==> config.mk <==
export PLATFORM = sky130hd
export DESIGN_NAME = sub_mol_pipeline
export DESIGN_NICKNAME = d
export VERILOG_FILES = /design/src/rtl/sub_mol_pkg.sv /design/src/rtl/sub_mol_pipeline_pipe_stage_reg.sv /design/src/rtl/sub_mol_pipeline.sv
export SDC_FILE = /design/constraint.sdc
export NUM_CORES = 1
export LEC_CHECK = 0
export CAP_MARGIN = 30
export CORE_MARGIN = 3
export CORE_UTILIZATION = 50
export DETAILED_ROUTE_END_ITERATION = 12
export GPL_TIMING_DRIVEN = 0
export PLACE_DENSITY = 0.8
export SLEW_MARGIN = 30
export SYNTH_ARGS = -nofsm -noshare
export SYNTH_HDL_FRONTEND = slang
export SYNTH_SLANG_ARGS = --single-unit
==> constraint.sdc <==
create_clock -name clk -period 2.77 [get_ports clk]
set_input_delay 0.4155 -clock clk [delete_from_list [all_inputs] [get_ports clk]]
set_output_delay 0.4155 -clock clk [all_outputs]
set_load 0.02 [all_outputs]
==> src/rtl/sub_mol_pkg.sv <==
// Shared constants and types for the add_mol / sub_mol pipeline pair.
// Latency: n/a (package only).
// Backpressure: n/a (package only).
package sub_mol_pkg;

  // Offset applied by add_mol producers and removed by sub_mol_pipeline.
  localparam int unsigned MOL_DEFAULT   = 42;
  localparam int unsigned WIDTH_DEFAULT = 32;

  typedef logic [WIDTH_DEFAULT-1:0] word_t;

  // One pipeline slot: valid bit, result word and underflow (borrow) flag.
  typedef struct packed {
    logic  valid;
    word_t data;
    logic  uf;
  } stage_t;

endpackage

==> src/rtl/sub_mol_pipeline_pipe_stage_reg.sv <==
// Valid/data pipeline register with a single advance enable.
// Latency: 1 cycle from d_* to q_* when en is high.
// Backpressure: holds q_* while en is low; data loads only when a valid item enters.
module pipe_stage_reg #(
  parameter int unsigned W = 32
) (
  input  logic         clk,
  input  logic         rst_n,
  input  logic         en,
  input  logic         d_vld,
  input  logic [W-1:0] d_dat,
  output logic         q_vld,
  output logic [W-1:0] q_dat
);

  // Valid follows the upstream slot on advance; data only refreshes when a real item moves in.
  always_ff @(posedge clk or negedge rst_n) begin
    if (!rst_n) begin
      q_vld <= 1'b0;
      q_dat <= '0;
    end else if (en) begin
      q_vld <= d_vld;
      if (d_vld) begin
        q_dat <= d_dat;
      end
    end
  end

endmodule

==> src/rtl/sub_mol_pipeline.sv <==
// Subtracts MOL from each operand (mod 2^WIDTH) and flags the borrow as underflow.
// Latency: 2 cycles from accept to out_valid, one transfer per cycle sustained.
// Backpressure: out_ready stalls stage 1; stage 0 still fills if empty, then in_ready drops.
module sub_mol_pipeline
  import sub_mol_pkg::*;
#(
  parameter int unsigned     WIDTH = WIDTH_DEFAULT,
  parameter longint unsigned MOL   = MOL_DEFAULT
) (
  input  logic             clk,
  input  logic             rst_n,
  input  logic             in_valid,
  output logic             in_ready,
  input  logic [WIDTH-1:0] x,
  output logic             out_valid,
  input  logic             out_ready,
  output logic [WIDTH-1:0] out,
  output logic             underflow
);

  // A MOL that does not fit in WIDTH bits would silently truncate; refuse to elaborate.
  if (WIDTH < 64) begin : g_mol_chk
    if (MOL >= (64'd1 << WIDTH)) begin : g_mol_err
      $error("sub_mol_pipeline: MOL must be below 2**WIDTH");
    end
  end

  localparam logic [WIDTH-1:0] MOL_W = WIDTH'(MOL);

  logic             p0_vld;
  logic [WIDTH-1:0] p0_dat;
  logic             p1_vld;
  logic [WIDTH:0]   p1_dat;   // {borrow, difference}
  logic [WIDTH:0]   diff;
  logic             adv0;
  logic             adv1;

  // Each stage moves when the slot ahead of it is empty or is itself moving.
  assign adv1     = !p1_vld || out_ready;
  assign adv0     = !p0_vld || adv1;
  assign in_ready = adv0;

  // Zero-extended subtraction: the extra top bit is the borrow, i.e. p0_dat < MOL.
  assign diff = {1'b0, p0_dat} - {1'b0, MOL_W};

  pipe_stage_reg #(.W(WIDTH)) u_p0 (
    .clk   (clk),
    .rst_n (rst_n),
    .en    (adv0),
    .d_vld (in_valid),
    .d_dat (x),
    .q_vld (p0_vld),
    .q_dat (p0_dat)
  );

  pipe_stage_reg #(.W(WIDTH + 1)) u_p1 (
    .clk   (clk),
    .rst_n (rst_n),
    .en    (adv1),
    .d_vld (p0_vld),
    .d_dat (diff),
    .q_vld (p1_vld),
    .q_dat (p1_dat)
  );

  assign out_valid = p1_vld;
  assign out       = p1_dat[WIDTH-1:0];
  assign underflow = p1_dat[WIDTH];

endmodule
==> summary.md <==
| Metric | Value |
|---|---|
| Most frequent cells in the layout | 69 x clkdlybuf4s50_1, 67 x dfrtp_1, 34 x nand2_1, 34 x mux2_2, 24 x xor2_1 |
| Max transition margin | 68.8% |
| Cell taking the most area after synthesis | dfrtp_1 |
| Die area | 7160 µm² |
| Area delta synth->final | 34.1% |
| Final Cycle Share | 74.6% |
| Worst path slowest cell | clkdlybuf4s50_1 |
| Post-route total power | 3.14 mW |
| Area after DPL | 3900 µm² |
| Resized cells post-CTS | 0 |
| N_diodes | 0 |
| Most common cell after layout, fill and taps aside | clkdlybuf4s50_1 |
| Outcome | complete, no violations |
| CP most frequent cell | clkdlybuf4s50_1 |
| Hold-fix buffers at CTS | 0 |
| Global-route wire length before repair | 11300 µm |
| FP Rows | 28 |
| Family with the most delay on the worst path | buffers and inverters |
| Clock latency on the worst-skew pair | 0.34 ns |
| Net Count, Synth | 305 |
| Critical-path cell list | clkdlybuf4s50_1 -> nand3b_1 -> clkdlybuf4s50_1 |
| DRT Wirelength | 6750 µm |
| Die Y | 84.6 µm |
| Vias | 2320 |
| Final Hold Viols | 0 |
| PD cells | 757 nW/µm² |
| Clock root buffer | clkbuf_8 |
| Largest net degree at the start of global routing | 36 |
| Mapped cell area | 3090 µm² |
| Die X | 84.6 µm |
| GR Overflow Total | 0 |
| Pre-CTS setup slack | 0.699 ns |
| Area contributors post-synth | dfrtp_1 54%, mux2_2 12%, xor2_1 6.8% |
| Initial DRC Count | 143 |
| Worst vdd ir | 0.429 mV |
| Starting density of the core | 51.9% |
| Setup bufs post-CTS | 0 |
| Slew Viols, Final | 0 |
| Worst setup margin | 0.703 ns |
| Async set-or-reset flop fraction in the synthesized netlist | 100% |
| Post-synth EDFFs | 0 |
| Worst stage delay on the critical path | 0.62 ns |
| Average cell area after synthesis | 11.5 µm² |
| Fin crit period | 2.07 ns |
| Reg2reg setup slack | 0.87 ns |
| Number of port buffers | 70 |
| Initial antenna violation count | 0 |
| Final HPWL DP | 4830 µm |
| GRT Total Usage | 20.3% |
| Antenna-violating nets left | 0 |
| Crit-path max FO | 3 |
| Crit Path Class | in -> out |
| H-tree Lvls | 3 |
| Number of global-route vias before repair | 2381 |
| Clock sinks | 67 |
| Critical Path Sink Type | output pin |
| Sequential fraction of the synthesis area | 54.3% |
| CTS tree | yes |
| Max Fclk | 484 MHz |
| Warnings from Yosys | 0 |
| Clock transition at path regs | 0.07 ns |
| RSZ-0062 raised after global routing | no |
| Post-synth top flop | dfrtp_1 |
| Worst EP required | 2.35 ns |
| Top cell type's share of synthesized area | 54.3% |
| RePlAce Congestion | 0.750 |
| Drt pass-1 iters | 5 |
| Max-cap violations | 0 |
| Buffers & Inverters on Critical Path | 2 |
| Inserted Clock Buffers | 9 |
| Leak | 1.70 nW |
| Yosys reg bits | 67 |
| IO Count | 71 |
| Synth Instances | 268 |
| Bufs on Longest Clock Path | 2 |
| Worst Max-Slew Pin Slew | 0.469 ns |
| # DRC | 0 |
| CORE AREA | 5960 µm² |
| Fin nets | 387 |
| Distinct cell type count after synthesis | 38 |
| Hold crit path type | in -> async |
| Fin area | 4140 µm² |
| Drt via density | 5.40 |
| Critical path arrival | 1.65 ns |
| Setup Viol. Count Final | 0 |
| Layout cells sized above 1 | 19.7% |
| Routed length per instance | 15.7 µm |
| Startpoint types | input pin |
| Setup Skew | 0.00755 ns |
[where the power goes]
part	leakage [nW]	internal, mW	switching, mW
Combinational	0.780	0.423	0.408
Clock	0.123	0.620	0.363
Sequential	0.799	1.16	0.158
[per-stage QoR]
stage	std cells	hold slack (ns)	TNS, ns	utilization [%]
6_report	430	0.0112	0	69.6
5_1_grt	430	0.0412	0	69.6
4_1_cts	430	0.0247	0	69.6
3_5_place_dp	414	0.391	0	65.5
3_3_place_gp	413	0.462	-58.80	65.2
2_1_floorplan	268	0.120	0	-
[cell families (layout without fill, tap and decap cells)]
| group | Yosys count | count (layout) | share of synthesized area, % |
|---|---|---|---|
| compound gates | 35 | 35 | 6.60 |
| flops | 67 | 67 | 54.3 |
| simple gates | 88 | 88 | 15.9 |
| mux | 34 | 34 | 12.4 |
| xor+xnor | 27 | 27 | 7.66 |
| buf+inv | 16 | 103 | 2.75 |
| fa+ha+maj | 1 | 1 | 0.405 |
[synth_stat cells (all sizes together), types with 3 or more instances]
| cell type | instances |
|---|---|
| buf | 8 |
| clkbuf | 6 |
| dfrtp | 67 |
| mux2 | 34 |
| nand2 | 36 |
| nand2b | 3 |
| nand3 | 6 |
| nand3b | 4 |
| nand4 | 8 |
| nand4b | 4 |
| nor2 | 9 |
| nor3 | 8 |
| o21ai | 30 |
| xnor2 | 3 |
| xor2 | 24 |
[final cells by class]
type / count / area, µm²
Buffer: 14 / 77.6
Multi-Input combinational cell: 185 / 1330
Tap cell: 75 / 93.8
Clock buffer: 11 / 141
Fill cell: 446 / 1810
Timing Repair Buffer: 71 / 718
Clock inverter: 5 / 100
Inverter: 2 / 7.51
Sequential cell: 67 / 1680
[registers in the layout, indices dropped and copies added (netlist names)]
| name | flops |
|---|---|
| u_p0.q_vld | 1 |
| u_p0.q_dat | 32 |
| u_p1.q_vld | 1 |
| u_p1.q_dat | 33 |
[layer usage]
metal  up-vias  track usage, %  share of wire, %
li1       1090               -                 -
met1      1137            26.2                42
met2        76            34.2                51
met3        17            4.12               5.3
met4         0            6.47               1.6
met5         -               0                 0
[final timing paths]
path / start / endpoint / cells past startpoint
min in group clk: u_p1.q_dat[3] / u_p1.q_dat[3] / 2
max reg2reg: u_p0.q_dat[6] / u_p1.q_dat[29] / 7
max in group asynchronous: rst_n / u_p0.q_dat[5] / 2
min: rst_n / u_p0.q_dat[27] / 1
max: out_ready / in_ready / 3
min reg2reg: u_p1.q_dat[3] / u_p1.q_dat[3] / 2
[worst reg2reg max path, cell delays in order, from the launching register on]
cell,delay (ns)
dfrtp_1,0.47
nor3_4,0.36
and4b_1,0.26
buf_6,0.15
buf_6,0.16
nand4_1,0.13
xor2_1,0.18
o21ai_1,0.08
No activity file was read; power rests on OpenSTA's default activity.
